## src/rtl/sched_pkg.sv

```systemverilog
// Shared types and constants for the seat reset scheduler.
//   HOUR_W/MIN_W/TIME_W : widths of the {hour, min} time word used by the timer
//   MAX_HOUR            : largest legal programmable reset hour
//   sched_state_t       : sweep controller states
//   pack_time()         : builds the 11-bit {hour, min} time word
package sched_pkg;

  localparam int unsigned HOUR_W = 5;
  localparam int unsigned MIN_W  = 6;
  localparam int unsigned TIME_W = 11;

  localparam logic [HOUR_W-1:0] MAX_HOUR = 5'd23;

  typedef enum logic [1:0] {
    IDLE,
    SWEEP,
    DONE
  } sched_state_t;

  function automatic logic [TIME_W-1:0] pack_time(input logic [HOUR_W-1:0] hour,
                                                  input logic [MIN_W-1:0]  min);
    return {hour, min};
  endfunction

endpackage

```

## src/rtl/seat_sweep_counter.sv

```systemverilog
// Seat index counter for one sweep.
//   clk_i   : system clock
//   rst_i   : synchronous active-high reset, index to 0
//   start_i : sweep begins, index to 0
//   adv_i   : current index accepted (valid & ready), step to next seat
//   clr_i   : force index back to 0
//   idx_o   : current seat index
//   last_o  : index is the final seat (NUM_SEATS-1)
module seat_sweep_counter #(
  parameter int unsigned NUM_SEATS = 32,
  parameter int unsigned IDX_W     = $clog2(NUM_SEATS)
) (
  input  logic             clk_i,
  input  logic             rst_i,
  input  logic             start_i,
  input  logic             adv_i,
  input  logic             clr_i,
  output logic [IDX_W-1:0] idx_o,
  output logic             last_o
);

  logic [IDX_W-1:0] idx_q;
  logic [IDX_W-1:0] idx_d;

  // Compare against NUM_SEATS-1 so a non-power-of-2 seat count never emits
  // an out-of-range index.
  assign last_o = (idx_q == IDX_W'(NUM_SEATS - 1));
  assign idx_o  = idx_q;

  always_comb begin
    idx_d = idx_q;
    if (clr_i || start_i) begin
      idx_d = '0;
    end else if (adv_i) begin
      // Wrap on the final acceptance so the index is already 0 in DONE.
      idx_d = last_o ? '0 : idx_q + 1'b1;
    end
  end

  always_ff @(posedge clk_i) begin
    if (rst_i) begin
      idx_q <= '0;
    end else begin
      idx_q <= idx_d;
    end
  end

endmodule

```

## src/rtl/seat_reset_scheduler.sv

```systemverilog
// Daily seat reset scheduler.
// Drives the hour/minute timer's compare value and, on a rising edge of its
// match flag or on a manual request, sweeps every seat issuing one clear
// command per seat over a valid/ready handshake.
//   clk, rst           : clock, synchronous active-high reset
//   cfg_valid/cfg_hour : offer a new reset hour; cfg_ready accepts, cfg_err
//                        pulses on an hour above 23
//   sweep_req          : manual sweep request pulse
//   time_in, rst_timer : current time and match flag from the timer
//   reset_time         : compare value {hour, 6'b0} to the timer
//   seat_clr_*         : clear command handshake to the seat-state store
//   sweep_busy/done    : sweep in progress / one-cycle completion pulse
//   last_sweep_time    : time_in captured when the last sweep started
module seat_reset_scheduler
  import sched_pkg::*;
#(
  parameter int unsigned NUM_SEATS    = 32,
  parameter int unsigned IDX_W        = $clog2(NUM_SEATS),
  parameter int unsigned DEFAULT_HOUR = 0
) (
  input  logic              clk,
  input  logic              rst,
  input  logic              cfg_valid,
  input  logic [HOUR_W-1:0] cfg_hour,
  output logic              cfg_ready,
  output logic              cfg_err,
  input  logic              sweep_req,
  input  logic [TIME_W-1:0] time_in,
  input  logic              rst_timer,
  output logic [TIME_W-1:0] reset_time,
  output logic              seat_clr_valid,
  output logic [IDX_W-1:0]  seat_clr_idx,
  input  logic              seat_clr_ready,
  output logic              sweep_busy,
  output logic              sweep_done,
  output logic [TIME_W-1:0] last_sweep_time
);

  sched_state_t      state_q;
  logic [HOUR_W-1:0] cfg_hour_q;
  logic              cfg_err_q;
  logic              rst_timer_q;
  logic [TIME_W-1:0] last_sweep_time_q;

  logic trig;
  logic clr_accept;
  logic idx_last;
  logic sweep_start;

  // Edge detect: a match already high at reset release is ignored because
  // rst_timer_q resets to 1.
  assign trig        = (rst_timer & ~rst_timer_q) | sweep_req;
  assign sweep_start = (state_q == IDLE) & trig;
  assign clr_accept  = seat_clr_valid & seat_clr_ready;

  assign cfg_ready       = (state_q == IDLE);
  assign seat_clr_valid  = (state_q == SWEEP);
  assign sweep_busy      = (state_q == SWEEP);
  assign sweep_done      = (state_q == DONE);
  assign cfg_err         = cfg_err_q;
  assign reset_time      = pack_time(cfg_hour_q, '0);
  assign last_sweep_time = last_sweep_time_q;

  always_ff @(posedge clk) begin
    if (rst) begin
      state_q           <= IDLE;
      cfg_hour_q        <= HOUR_W'(DEFAULT_HOUR);
      cfg_err_q         <= 1'b0;
      rst_timer_q       <= 1'b1;
      last_sweep_time_q <= '0;
    end else begin
      rst_timer_q <= rst_timer;
      cfg_err_q   <= 1'b0;
      unique case (state_q)
        IDLE: begin
          // Config and trigger are independent; both may be taken together.
          if (cfg_valid) begin
            if (cfg_hour <= MAX_HOUR) begin
              cfg_hour_q <= cfg_hour;
            end else begin
              cfg_err_q <= 1'b1;
            end
          end
          if (trig) begin
            state_q           <= SWEEP;
            last_sweep_time_q <= time_in;
          end
        end
        SWEEP: begin
          // Triggers during a sweep are dropped, not queued.
          if (clr_accept && idx_last) begin
            state_q <= DONE;
          end
        end
        DONE: begin
          state_q <= IDLE;
        end
        default: begin
          state_q <= IDLE;
        end
      endcase
    end
  end

  seat_sweep_counter #(
    .NUM_SEATS (NUM_SEATS),
    .IDX_W     (IDX_W)
  ) u_counter (
    .clk_i   (clk),
    .rst_i   (rst),
    .start_i (sweep_start),
    .adv_i   (clr_accept),
    .clr_i   (state_q == DONE),
    .idx_o   (seat_clr_idx),
    .last_o  (idx_last)
  );

endmodule

```

## config.mk

```make
export PLATFORM = sky130hd
export DESIGN_NAME = seat_reset_scheduler
export DESIGN_NICKNAME = d
export VERILOG_FILES = /design/src/rtl/sched_pkg.sv /design/src/rtl/seat_sweep_counter.sv /design/src/rtl/seat_reset_scheduler.sv
export SDC_FILE = /design/constraint.sdc
export NUM_CORES = 1
export LEC_CHECK = 0
export ABC_AREA = 1
export BUFFER_PORTS_ARGS = -buffer_cell sky130_fd_sc_hd__buf_4
export CAP_MARGIN = 5
export CELL_PAD_IN_SITES_DETAIL_PLACEMENT = 1
export CELL_PAD_IN_SITES_GLOBAL_PLACEMENT = 1
export CORE_ASPECT_RATIO = 1.4
export CORE_MARGIN = 4
export CORE_UTILIZATION = 31
export CTS_CLUSTER_SIZE = 12
export DETAILED_ROUTE_END_ITERATION = 12
export HOLD_SLACK_MARGIN = 0.1
export PLACE_DENSITY = 0.82
export SLEW_MARGIN = 20
export SYNTH_ARGS = -nofsm -noshare
export SYNTH_HDL_FRONTEND = slang
export SYNTH_HIERARCHICAL = 1
export SYNTH_SLANG_ARGS = --single-unit
```

## constraint.sdc

```tcl
create_clock -name clk -period 1.81 [get_ports clk]
set_clock_uncertainty 0.15 [all_clocks]
set_input_delay 0.0905 -clock clk [delete_from_list [all_inputs] [get_ports clk]]
set_output_delay 0.0905 -clock clk [all_outputs]
set_load 0.1 [all_outputs]
```

# Yosys cells after proc, flatten, opt, wreduce, memory -nomap -nowiden
# Index checks and enable logic that the tools add are counted.
[classes]
muxes = 5
n_lt_le_gt_ge = 1
eq_ne = 5
addsub = 1
n_reduce_logical = 8
bitwise = 7
[ops]
columns = ["cell", "count"]
rows = [
  ["5-bit by 1-bit adder with 5-bit output, second input constant", 1],
  ["5-bit equality test, second input constant", 1],
  ["5-bit <= comparator, second input constant", 1],
  ["5-bit 2-to-1 mux", 1],
  ["2-bit 2-to-1 mux", 2],
  ["2-bit by 1-bit != test with 1-bit output, second input constant", 2],
  ["2-bit one-hot mux with 2 select lines", 1],
  ["2-bit AND reduction", 2],
  ["1-bit AND", 3],
  ["1-bit inverter", 3],
  ["3-bit AND reduction", 1],
  ["3-bit OR reduction", 1],
  ["2-bit by 1-bit equality test with 1-bit output, second input constant", 1],
  ["2-bit equality test, second input constant", 1],
  ["2-bit zero test", 1],
  ["2-bit OR reduction", 1],
  ["1-bit logical AND", 1],
  ["1-bit logical OR", 1],
  ["1-bit 2-to-1 mux", 1],
  ["1-bit OR", 1],
]
[totals]
inputBits = 22
out_inout_bits = 32
reg_bits = 25
word_cells = 33

# Logic depth before layout (Yosys ltp)
# Gate-level depths: netlist (run 1).
[logic_depth]
word_depth = 6
ltp_mapped = 11
depth_no_buf = 10

# Hierarchy
# Netlist (run 1), hierarchy kept.
[by_module_without_submodules]
columns = ["module", "instances", "area_per_inst_um2", "seq_area_each_um2", "cells_per_inst"]
rows = [
  ["seat_reset_scheduler", 1, 944.7, 400.4, 136],
  ["seat_sweep_counter", 1, 247.7, 100.1, 35],
]

# Worst setup path before layout (run 1)
# Ideal clock, no wire load.
[synth_timing]
path_type = "flip-flop to flip-flop"
start = "register state_q[1]"
end = "register u_counter.idx_q[3] (netlist: u_counter/idx_o[3])"
n_path_buf = 0
t_arrival_ns = 2.101
slack_ns = -0.557
synth_period_minus_slack_ns = 2.367
required_time_ns = 1.543
path_stages_with_launch = 8
setup_time_ns = 0.117
path_cell_list = "dfxtp_1 > inv_1 > nor2_1 > nor2_1 > nand2_1 > nor2_1 > nand2_1 > nor2_1"
[synth_between]
word_cells_on_any_way = 7
classes_between = "2 x eq/ne; 2 x bitwise; 3 x reduce/logical"
[synth_lines]
columns = ["item", "line", "source"]
rows = [
  ["from (decl)", "seat_reset_scheduler.sv:39", "sched_state_t state_q;"],
  ["from (signal assigned)", "seat_reset_scheduler.sv:66", "state_q <= IDLE;"],
  ["from (signal assigned)", "seat_reset_scheduler.sv:85", "state_q <= SWEEP;"],
  ["from (signal assigned)", "seat_reset_scheduler.sv:92", "state_q <= DONE;"],
  ["2-bit equality test", "-", ""],
  ["named net sweep_done", "seat_reset_scheduler.sv:35", "output logic sweep_done,"],
  ["1-bit logical OR", "seat_sweep_counter.sv:32", "if (clr_i || start_i) begin"],
  ["2-bit OR reduction (no source line)", "-", ""],
  ["to (signal assigned)", "seat_sweep_counter.sv:44", "idx_q <= idx_d;"],
  ["to (decl)", "seat_sweep_counter.sv:22", "logic [IDX_W-1:0] idx_q;"],
]
# The timed path passes the listed nets, and every way through them passes these cells.
# A chain may end at the register's enable or synchronous reset.

# Final worst setup path (run 1)
[layout_timing]
start = "register state_q[0]"
end = "output cfg_ready"
[layout_between]
elab_chain_cells = 1
[layout_lines]
columns = ["item", "line", "source"]
rows = [
  ["2-bit zero test", "seat_reset_scheduler.sv:56", "assign cfg_ready = (state_q == IDLE);"],
  ["to (decl)", "seat_reset_scheduler.sv:25", "output logic cfg_ready,"],
]
# No other way between the ends.

==> results of run 1 <==
-- placed cells by master, fill, tap and decap left out, drive strengths merged --
cell / Yosys / layout
dlygate4sd3: 0 / 22
nor2: 29 / 29
conb: 1 / 6
nor3: 3 / 3
or2: 1 / 1
xor2: 1 / 1
buf: 12 / 49
clkbuf: 0 / 4
nand2: 38 / 38
and3: 1 / 1
inv: 29 / 29
o21ai: 2 / 2
a21oi: 14 / 14
dfxtp: 25 / 25
nand3: 13 / 13
ha: 2 / 2
-- report_power, final --
group	switching [W]	internal [W]	leakage, nW
clock	0.000175	0.000157	0.0228
sequential	0.0000225	0.000588	0.208
combinational	0.000471	0.000160	0.733
-- cells by family (layout without fill, tap and decap cells) --
group / count (synthesis) / after routing / synth area share [%]
simple gates: 85 / 85 / 31.2
buf+inv: 41 / 104 / 16.7
flops: 25 / 25 / 42.0
compound gates: 16 / 16 / 7.03
fa+ha+maj: 2 / 2 / 2.10
other cells: 1 / 6 / 0.314
xor+xnor: 1 / 1 / 0.735
-- synth_stat cells --
master,instances,area (um2)
sky130_fd_sc_hd__a21oi_1,13,65.1
sky130_fd_sc_hd__a21oi_2,1,8.76
sky130_fd_sc_hd__and3_1,1,6.26
sky130_fd_sc_hd__buf_2,3,15.0
sky130_fd_sc_hd__buf_4,7,52.6
sky130_fd_sc_hd__buf_6,2,22.5
sky130_fd_sc_hd__conb_1,1,3.75
sky130_fd_sc_hd__dfxtp_1,25,500
sky130_fd_sc_hd__ha_1,2,25.0
sky130_fd_sc_hd__inv_1,29,109
sky130_fd_sc_hd__nand2_1,36,135
sky130_fd_sc_hd__nand2_2,2,12.5
sky130_fd_sc_hd__nand3_1,12,60.1
sky130_fd_sc_hd__nand3_4,1,17.5
sky130_fd_sc_hd__nor2_1,27,101
sky130_fd_sc_hd__nor2_2,1,6.26
sky130_fd_sc_hd__nor2_4,1,11.3
sky130_fd_sc_hd__nor3_1,3,15.0
sky130_fd_sc_hd__o21ai_0,2,10.0
sky130_fd_sc_hd__or2_2,1,6.26
sky130_fd_sc_hd__xor2_1,1,8.76
-- metrics by stage --
step                      area [um2]  power (W)  setup WS [ns]  instances  utilization [%]
after floorplan                 1220    0.00111        0.00118        176                -
after global placement          1550    0.00121          0.305        255             42.3
after detailed placement        1550    0.00122          0.205        255             42.3
after CTS                       1820    0.00160          0.130        281             49.5
after global routing            1820    0.00167         0.0368        281             49.5
final                           1820    0.00157          0.152        281             49.5
-- worst max-delay path, stage by stage (launching register included) --
cell                      delay [ns]
sky130_fd_sc_hd__dfxtp_1        0.37
sky130_fd_sc_hd__nor2_4         0.14
sky130_fd_sc_hd__buf_4          0.28
sky130_fd_sc_hd__buf_4          0.35
-- sequential cells by signal (all words and copies together) (netlist names) --
register and flops:
state_q 2, rst_timer_q 1, cfg_err 1, u_counter/idx_o 5, cfg_hour_q 5, last_sweep_time 11
-- final timing paths --
kind                              end                start
setup / recovery            cfg_ready           state_q[0]
hold / removal    last_sweep_time[10]  last_sweep_time[10]
setup reg to reg   u_counter/idx_o[3]           state_q[0]
hold reg to reg   last_sweep_time[10]  last_sweep_time[10]
-- layout make-up --
type	instances	area (um2)	area share [%]
clock buffer	4	45.0	2.48
inverter	29	109	5.98
multi-input combinational	110	519	28.5
sequential	25	505	27.8
tap	42	52.6	2.89
timing repair buffer	71	588	32.3
-- metal layers --
| layer | global-route usage [%] | wire length (um) | vias up |
|---|---|---|---|
| met4 | 5.21 | 42 | 0 |
| met1 | 15.4 | 1270 | 570 |
| li1 | - | - | 639 |
| met2 | 27.2 | 1790 | 38 |
| met5 | 0 | 0 | - |
| met3 | 2.38 | 193 | 6 |
==> results.sh, run 1 <==
export IMPL_grt_pass1_vias=1264
export IMPL_tritoncts="done"
export IMPL_clock_pin_slew_on_the_worst_setup_and_hold_paths_ns=0.09
export IMPL_static_leakage_power_nw=0.964
export IMPL_die_width_um=60.4
export IMPL_detail_route_wl_per_cell_um=11.7
export IMPL_critical_path_arrival_ns=1.42
export IMPL_globalplace_congestion=0.763
export IMPL_design_final_nets=264
export IMPL_cts_hold_buffers_added=22
export IMPL_design_die_area_mm2=0.00492
export IMPL_min_path_type="register to register"
export IMPL_cts_buffers_inserted=3
export IMPL_grt_first_pass_wirelength_um=5430
export IMPL_globalRouteTotalUtil_pct=14.3
export IMPL_setup_tns_final_ns=0
export IMPL_detailedRoute_firstIterationViolations=34
export IMPL_rows=26
export IMPL_drive_above_1_share_pct=26.8
export IMPL_clock_latency_ns=0.27
export IMPL_unrepaired_setup_endpoints_after_global_routing="no"
export IMPL_num_vias=1253
export IMPL_cts_max_path_buffers=2
export IMPL_cts_post_setup_buffers_inserted=0
export IMPL_remaining_drc_errors=0
export IMPL_yosys_warning_total=6
export IMPL_cap_viol_max_count=0
export IMPL_final_number_of_setup_violating_endpoints=0
export IMPL_fmaxAchievable_ghz=0.603
export IMPL_cts_htree_levels=1
export IMPL_crit_path_max_fanout=25
export IMPL_r2r_setup_slack_ns=0.20
export IMPL_slew_viol_final=0
export IMPL_start_util_pct=32.4
export IMPL_clock_tree_root_cell="sky130_fd_sc_hd__clkbuf_8"
export IMPL_fp_dieH_um=81.4
export IMPL_end_kind="primary output"
export IMPL_final_hold_violation_count=0
export IMPL_whs_path_depth=2
export IMPL_tightest_slew_ns=0.502
export IMPL_ir_worst_vdd_mv=0.407
export IMPL_critPathRequiredTime_ns=1.57
export IMPL_period_share_pct=91.6
export IMPL_core_area_mm2=0.00368
export IMPL_worst_setup_path_type="register to primary output"
export IMPL_drt_wl_total_um=3300
export IMPL_drt_antenna_violating_nets=0
export IMPL_syn_to_final_growth_pct=52.6
export IMPL_fillers=487
export IMPL_critical_path_startpoint_type="register"
export IMPL_synthesis_instances=171
export IMPL_port_buffer_count=47
export IMPL_i_o_pin_cnt=54
export IMPL_outcome="finished clean"
export IMPL_number_of_clock_sinks_seen_by_cts=25
export IMPL_grt_ovfl_total=0
export IMPL_dr_pass1_iters=3
export IMPL_number_of_antenna_violations_at_the_first_check_in_global_routing=0
export IMPL_yosysUniqueCellTypes=21
export IMPL_final_worst_hold_slack_ns=0.337
export IMPL_power_density_mw_per_mm2=865
export IMPL_post_cts_resize_count=0
export IMPL_ys_seq_elements=25
export IMPL_via_per_inst=4.46
export IMPL_place_detailed_hpwl_um=2240
export IMPL_max_slew_margin_pct=66.5
export IMPL_finalCriticalPeriod_ns=1.66
export IMPL_seq_area_frac_synth_pct=42.0
export IMPL_synth_cell_area_mm2=0.00119
export IMPL_largest_net_degree_at_the_start_of_global_routing=26
export IMPL_num_antenna_cells=0
export IMPL_r2r_cells=7
export IMPL_postSynthAreaPerCell_um2=6.97
Note: power is estimated with default switching activity, not from simulation.
==> run 2: changes to the inputs <==
--- a/config.mk
+++ b/config.mk
@@ -12,11 +12,12 @@
 export CELL_PAD_IN_SITES_GLOBAL_PLACEMENT = 1
 export CORE_ASPECT_RATIO = 1.4
 export CORE_MARGIN = 4
-export CORE_UTILIZATION = 31
+export CORE_UTILIZATION = 32
+export CTS_BUF_LIST = sky130_fd_sc_hd__clkbuf_8
 export CTS_CLUSTER_SIZE = 12
 export DETAILED_ROUTE_END_ITERATION = 12
 export HOLD_SLACK_MARGIN = 0.1
-export PLACE_DENSITY = 0.82
+export PLACE_DENSITY = 0.84
 export SLEW_MARGIN = 20
 export SYNTH_ARGS = -nofsm -noshare
 export SYNTH_HDL_FRONTEND = slang
==> constraint.sdc (replaced) <==
create_clock -name clk -period 1.8 [get_ports clk]
set_clock_uncertainty 0.15 [all_clocks]
set_input_delay 0.09 -clock clk [delete_from_list [all_inputs] [get_ports clk]]
set_output_delay 0.09 -clock clk [all_outputs]
set_load 0.1 [all_outputs]
==> results.sh, run 2 (synthesis results as in run 1) <==
export IMPL_critical_path_reg2reg_endpoint="cfg_err"
export IMPL_worstReg2RegStart="state_q[0]"
export IMPL_cts_max_path_buffers=2
export IMPL_beginning_of_the_critical_path="state_q[0]"
export IMPL_cp_num_cells=4
export IMPL_critical_path_slowest_cell="sky130_fd_sc_hd__dlygate4sd3_1"
export IMPL_number_of_clock_sinks_seen_by_cts=25
export IMPL_tritoncts="done"
export IMPL_max_slew_margin_pct=66.3
export IMPL_placement_cell_area_mm2=0.00155
export IMPL_grt_ovfl_total=0
export IMPL_clock_tree_root_cell="sky130_fd_sc_hd__clkbuf_8"
export IMPL_fmaxAchievable_ghz=0.595
export IMPL_critical_path_cell_chain="nor2_4 > nand2_1 > nor3_1 > dlygate4sd3_1"
export IMPL_place_detailed_hpwl_um=2370
export IMPL_die_width_um=59.6
export IMPL_cap_viol_max_count=0
export IMPL_drt_antenna_violating_nets=0
export IMPL_design_die_area_mm2=0.00478
export IMPL_r2r_cells=4
export IMPL_num_antenna_cells=0
export IMPL_globalRouteTotalUtil_pct=15.1
export IMPL_grt_first_pass_wirelength_um=5680
export IMPL_start_util_pct=33.0
export IMPL_cp_num_buf_inv=1
export IMPL_most_common_cell_after_layout_fill_and_taps_aside="sky130_fd_sc_hd__buf_4"
export IMPL_slew_viol_final=0
export IMPL_period_share_pct=93.3
export IMPL_setup_tns_final_ns=0
export IMPL_clock_latency_ns=0.27
export IMPL_tightest_slew_ns=0.505
export IMPL_unrepaired_setup_endpoints_after_global_routing="no"
export IMPL_power_density_mw_per_mm2=867
export IMPL_clock_pin_slew_on_the_worst_setup_and_hold_paths_ns=0.09
export IMPL_worst_setup_path_type="register to register"
export IMPL_cts_htree_levels=1
export IMPL_final_standard_cell_area_without_fillers_mm2=0.00184
export IMPL_cp_slowest_stage_delay_ns=0.56
export IMPL_min_path_type="register to register"
export IMPL_final_core_util_pct=50.8
export IMPL_end_kind="register"
export IMPL_drt_wl_total_um=3330
export IMPL_number_of_antenna_violations_at_the_first_check_in_global_routing=0
export IMPL_dr_pass1_iters=2
export IMPL_fp_dieH_um=80.2
export IMPL_i_o_pin_cnt=54
export IMPL_final_hold_violation_count=0
export IMPL_core_area_mm2=0.00361
export IMPL_globalplace_congestion=0.714
export IMPL_num_vias=1257
export IMPL_detail_route_wl_per_cell_um=11.8
export IMPL_port_buffer_count=47
export IMPL_whs_path_depth=2
export IMPL_hold_path_startpoint="last_sweep_time[3]"
export IMPL_static_leakage_power_nw=0.970
export IMPL_final_number_of_setup_violating_endpoints=0
export IMPL_syn_to_final_growth_pct=53.9
export IMPL_path_delay_family="simple AND/OR/NAND/NOR gates"
export IMPL_grt_pass1_vias=1359
export IMPL_endpoint="cfg_err"
export IMPL_crit_path_max_fanout=11
export IMPL_rows=26
export IMPL_critPathRequiredTime_ns=1.87
export IMPL_critical_path_startpoint_type="register"
export IMPL_drive_above_1_share_pct=27.5
export IMPL_flip_flop_count_of_the_largest_register_after_layout=11
export IMPL_cts_buffers_inserted=3
export IMPL_remaining_drc_errors=0
export IMPL_most_common_layout_cells="sky130_fd_sc_hd__buf_4, sky130_fd_sc_hd__nand2_1, sky130_fd_sc_hd__inv_1, sky130_fd_sc_hd__nor2_1, sky130_fd_sc_hd__dlygate4sd3_1"
export IMPL_detailedRoute_firstIterationViolations=49
export IMPL_r2r_setup_slack_ns=0.12
export IMPL_critical_path_arrival_ns=1.75
export IMPL_ir_worst_vdd_mv=0.618
export IMPL_largest_net_degree_at_the_start_of_global_routing=23
export IMPL_outcome="finished clean"
export IMPL_via_per_inst=4.46
export IMPL_design_final_nets=265
export IMPL_finalCriticalPeriod_ns=1.68
-- run 2: cell types whose count changed in the layout (fill, tap and decap cells not counted) --
cell	change
sky130_fd_sc_hd__clkbuf_1	-1
sky130_fd_sc_hd__clkinvlp_4	+1
sky130_fd_sc_hd__dlygate4sd3_1	+1
sky130_fd_sc_hd__nor2_1	-1
sky130_fd_sc_hd__nor2_2	+1
-- run 2: worst min-delay path by stage --
stage | endpoint
floorplan | state_q[0]
global placement | rst_timer_q
detailed placement | rst_timer_q
CTS | last_sweep_time[0]
global route | last_sweep_time[0]
finish | last_sweep_time[3]
-- run 2: routing by layer --
| layer | global-route usage, % | vias to the layer above | routed length, um |
|---|---|---|---|
| met4 | 3.77 | 0 | 15 |
| met2 | 31.0 | 34 | 1950 |
| li1 | - | 638 | - |
| met3 | 2.73 | 2 | 213 |
| met5 | 0 | - | 0 |
| met1 | 14.6 | 583 | 1150 |
-- run 2: worst min-delay path: stages, from the launching register on --
cell and delay, ns:
sky130_fd_sc_hd__dfxtp_1 0.34, sky130_fd_sc_hd__a21oi_1 0.04, sky130_fd_sc_hd__nor2_1 0.08
-- run 2: power breakdown --
group	switching, W	leakage [nW]	internal [W]	total (W)
clock network	0.000183	0.0217	0.000157	0.000340
logic	0.000477	0.740	0.000161	0.000638
registers	0.0000224	0.208	0.000591	0.000613
-- run 2: final cells by class --
class | instances | area, um2
fill | 481 | 1780
timing repair buffer | 72 | 598
multi-input combinational | 110 | 522
sequential | 25 | 505
inverter | 29 | 109
tap | 42 | 52.6
clock buffer | 3 | 41.3
clock inverter | 1 | 7.51
-- run 2: metrics by stage --
step / hold WS (ns) / power, W / setup WS [ns] / std cells
floorplan: 0.00244 / 0.00111 / -0.00832 / 176
global placement: 0.141 / 0.00122 / 0.293 / 255
detailed placement: 0.145 / 0.00123 / 0.177 / 255
CTS: 0.346 / 0.00161 / 0.0809 / 282
global route: 0.368 / 0.00168 / 0.00126 / 282
finish: 0.340 / 0.00159 / 0.120 / 282
-- run 2: what timing repair did --
| item | 4_1_cts | 5_1_grt |
|---|---|---|
| gates resized for setup | 0 | 1 |
| setup endpoints to repair | 0 | 1 |
| hold endpoints to repair | 24 | 0 |
| hold buffers | 23 | 0 |
| setup buffers | 0 | 0 |
==> run 3: changes to the inputs <==
--- a/config.mk
+++ b/config.mk
@@ -6,18 +6,18 @@
 export NUM_CORES = 1
 export LEC_CHECK = 0
 export ABC_AREA = 1
-export BUFFER_PORTS_ARGS = -buffer_cell sky130_fd_sc_hd__buf_4
 export CAP_MARGIN = 5
 export CELL_PAD_IN_SITES_DETAIL_PLACEMENT = 1
 export CELL_PAD_IN_SITES_GLOBAL_PLACEMENT = 1
 export CORE_ASPECT_RATIO = 1.4
 export CORE_MARGIN = 4
-export CORE_UTILIZATION = 32
+export CORE_UTILIZATION = 40
 export CTS_BUF_LIST = sky130_fd_sc_hd__clkbuf_8
 export CTS_CLUSTER_SIZE = 12
 export DETAILED_ROUTE_END_ITERATION = 12
+export DONT_BUFFER_PORTS = 1
 export HOLD_SLACK_MARGIN = 0.1
-export PLACE_DENSITY = 0.84
+export PLACE_DENSITY = 0.78
 export SLEW_MARGIN = 20
 export SYNTH_ARGS = -nofsm -noshare
 export SYNTH_HDL_FRONTEND = slang
==> results.sh, run 3 (synthesis results as in run 1) <==
export IMPL_beginning_of_the_critical_path="u_counter/idx_o[0]"
export IMPL_syn_to_final_growth_pct=38.9
export IMPL_grt_ovfl_total=0
export IMPL_worst_setup_path_type="register to register"
export IMPL_fmaxAchievable_ghz=0.656
export IMPL_smallest_setup_slack_after_layout_ns=0.275
export IMPL_dp_cells=228
export IMPL_power_density_mw_per_mm2=948
export IMPL_final_hold_violation_count=0
export IMPL_min_path_type="input port to register"
export IMPL_die_width_um=54.1
export IMPL_hold_path_startpoint="rst_timer"
export IMPL_cap_viol_max_count=0
export IMPL_cts_buffers_inserted=3
export IMPL_rows=23
export IMPL_drt_antenna_violating_nets=0
export IMPL_detailedRoute_firstIterationViolations=20
export IMPL_end_kind="register"
export IMPL_remaining_drc_errors=0
export IMPL_cts_max_path_buffers=2
export IMPL_critical_path_startpoint_type="register"
export IMPL_number_of_antenna_violations_at_the_first_check_in_global_routing=0
export IMPL_static_leakage_power_nw=0.856
export IMPL_globalRouteTotalUtil_pct=18.7
export IMPL_fillers=365
export IMPL_globalplace_congestion=0.698
export IMPL_grt_pass1_vias=1275
export IMPL_cts_post_setup_buffers_inserted=0
export IMPL_drt_wl_total_um=3410
export IMPL_number_of_clock_sinks_seen_by_cts=25
export IMPL_port_buffer_count=0
export IMPL_design_final_nets=241
export IMPL_core_area_mm2=0.00288
export IMPL_clock_tree_root_cell="sky130_fd_sc_hd__clkbuf_8"
export IMPL_unrepaired_setup_endpoints_after_global_routing="no"
export IMPL_ir_worst_vdd_mv=0.544
export IMPL_outcome="finished clean"
export IMPL_slew_viol_final=0
export IMPL_start_util_pct=41.4
export IMPL_fp_dieH_um=72.6
export IMPL_i_o_pin_cnt=54
export IMPL_via_per_inst=4.72
export IMPL_most_common_cell_after_layout_fill_and_taps_aside="sky130_fd_sc_hd__nand2_1"
export IMPL_dr_pass1_iters=3
export IMPL_final_number_of_setup_violating_endpoints=0
export IMPL_place_detailed_hpwl_um=2360
export IMPL_register_area_um2=505
export IMPL_critical_path_arrival_ns=1.58
export IMPL_period_share_pct=84.7
export IMPL_grt_first_pass_wirelength_um=5460
export IMPL_most_common_layout_cells="sky130_fd_sc_hd__nand2_1, sky130_fd_sc_hd__inv_1, sky130_fd_sc_hd__buf_4, sky130_fd_sc_hd__nor2_1"
export IMPL_detailedPlace_worstSlack_ns=0.167
export IMPL_r2r_setup_slack_ns=0.27
export IMPL_multiInputGateArea_um2=522
export IMPL_clock_pin_slew_on_the_worst_setup_and_hold_paths_ns=0.09
export IMPL_flip_flop_count_of_the_largest_register_after_layout=11
export IMPL_num_vias=1193
export IMPL_worstReg2RegStart="u_counter/idx_o[0]"
export IMPL_detail_route_wl_per_cell_um=13.5
export IMPL_drive_above_1_share_pct=20.8
export IMPL_cts_htree_levels=1
export IMPL_tritoncts="done"
export IMPL_final_core_util_pct=57.6
export IMPL_final_instance_count_excl_fill=253
export IMPL_crit_path_max_fanout=2
export IMPL_finalCriticalPeriod_ns=1.53
export IMPL_design_die_area_mm2=0.00393
export IMPL_clock_latency_ns=0.27
export IMPL_total_power_w=0.00157
export IMPL_num_antenna_cells=0
export IMPL_largest_net_degree_at_the_start_of_global_routing=23
export IMPL_critPathRequiredTime_ns=1.86
-- run 3: changes by cell type in the layout (fill, tap and decap cells not counted) --
cell | before | now
sky130_fd_sc_hd__buf_12 | 0 | 1
sky130_fd_sc_hd__buf_4 | 49 | 26
sky130_fd_sc_hd__dlygate4sd3_1 | 23 | 21
sky130_fd_sc_hd__inv_1 | 29 | 28
sky130_fd_sc_hd__inv_2 | 0 | 1
-- run 3: routing by layer --
layer / share of wire [%] / up-vias / global-route usage (%)
met2: 60 / 31 / 37.7
met3: 4.4 / 6 / 3.27
met1: 34 / 561 / 18.0
li1: - / 595 / -
met5: 0 / - / 0
met4: 1.5 / 0 / 5.26
-- run 3: layout make-up --
cell class / count / area share, %
Tap cell: 37 / 2.79
Clock inverter: 1 / 0.453
Multi-Input combinational cell: 110 / 31.5
Clock buffer: 3 / 2.49
Inverter: 29 / 6.57
Timing Repair Buffer: 48 / 25.7
Sequential cell: 25 / 30.5
-- run 3: per-stage QoR --
| step | hold WS [ns] | area (um2) | setup TNS, ns |
|---|---|---|---|
| finish | 0.334 | 1660 | 0 |
| CTS | 0.338 | 1650 | 0 |
| floorplan | 0.00244 | 1220 | -0.00832 |
| global placement | 0.00562 | 1400 | 0 |
| global route | 0.349 | 1660 | 0 |
| detailed placement | 0.00426 | 1400 | 0 |
-- run 3: what timing repair did --
item	4_1_cts	5_1_grt
endpoints found under the hold margin	25	0
gates resized for setup	0	1
setup endpoints to repair	0	1
hold buffers	21	0
-- run 3: critical path, stage by stage, from the launching register on --
cell,delay (ns)
sky130_fd_sc_hd__dfxtp_2,0.34
sky130_fd_sc_hd__ha_1,0.21
sky130_fd_sc_hd__and3_1,0.20
sky130_fd_sc_hd__ha_1,0.20
sky130_fd_sc_hd__nand2_1,0.09
sky130_fd_sc_hd__inv_1,0.04
sky130_fd_sc_hd__nor2_1,0.11
sky130_fd_sc_hd__nand2_1,0.06
sky130_fd_sc_hd__nor2_1,0.08
-- run 3: report_power, final --
part,internal [W],switching (W)
Clock,0.000157,0.000187
Combinational,0.000135,0.000478
Sequential,0.000591,0.0000224
-- run 3: path summary, 6_finish.rpt --
kind / endpoint / depth (start not counted)
hold reg to reg: last_sweep_time[4] / 2
hold / removal: rst_timer_q / 2
setup / recovery: u_counter/idx_o[3] / 8
setup reg to reg: u_counter/idx_o[3] / 8
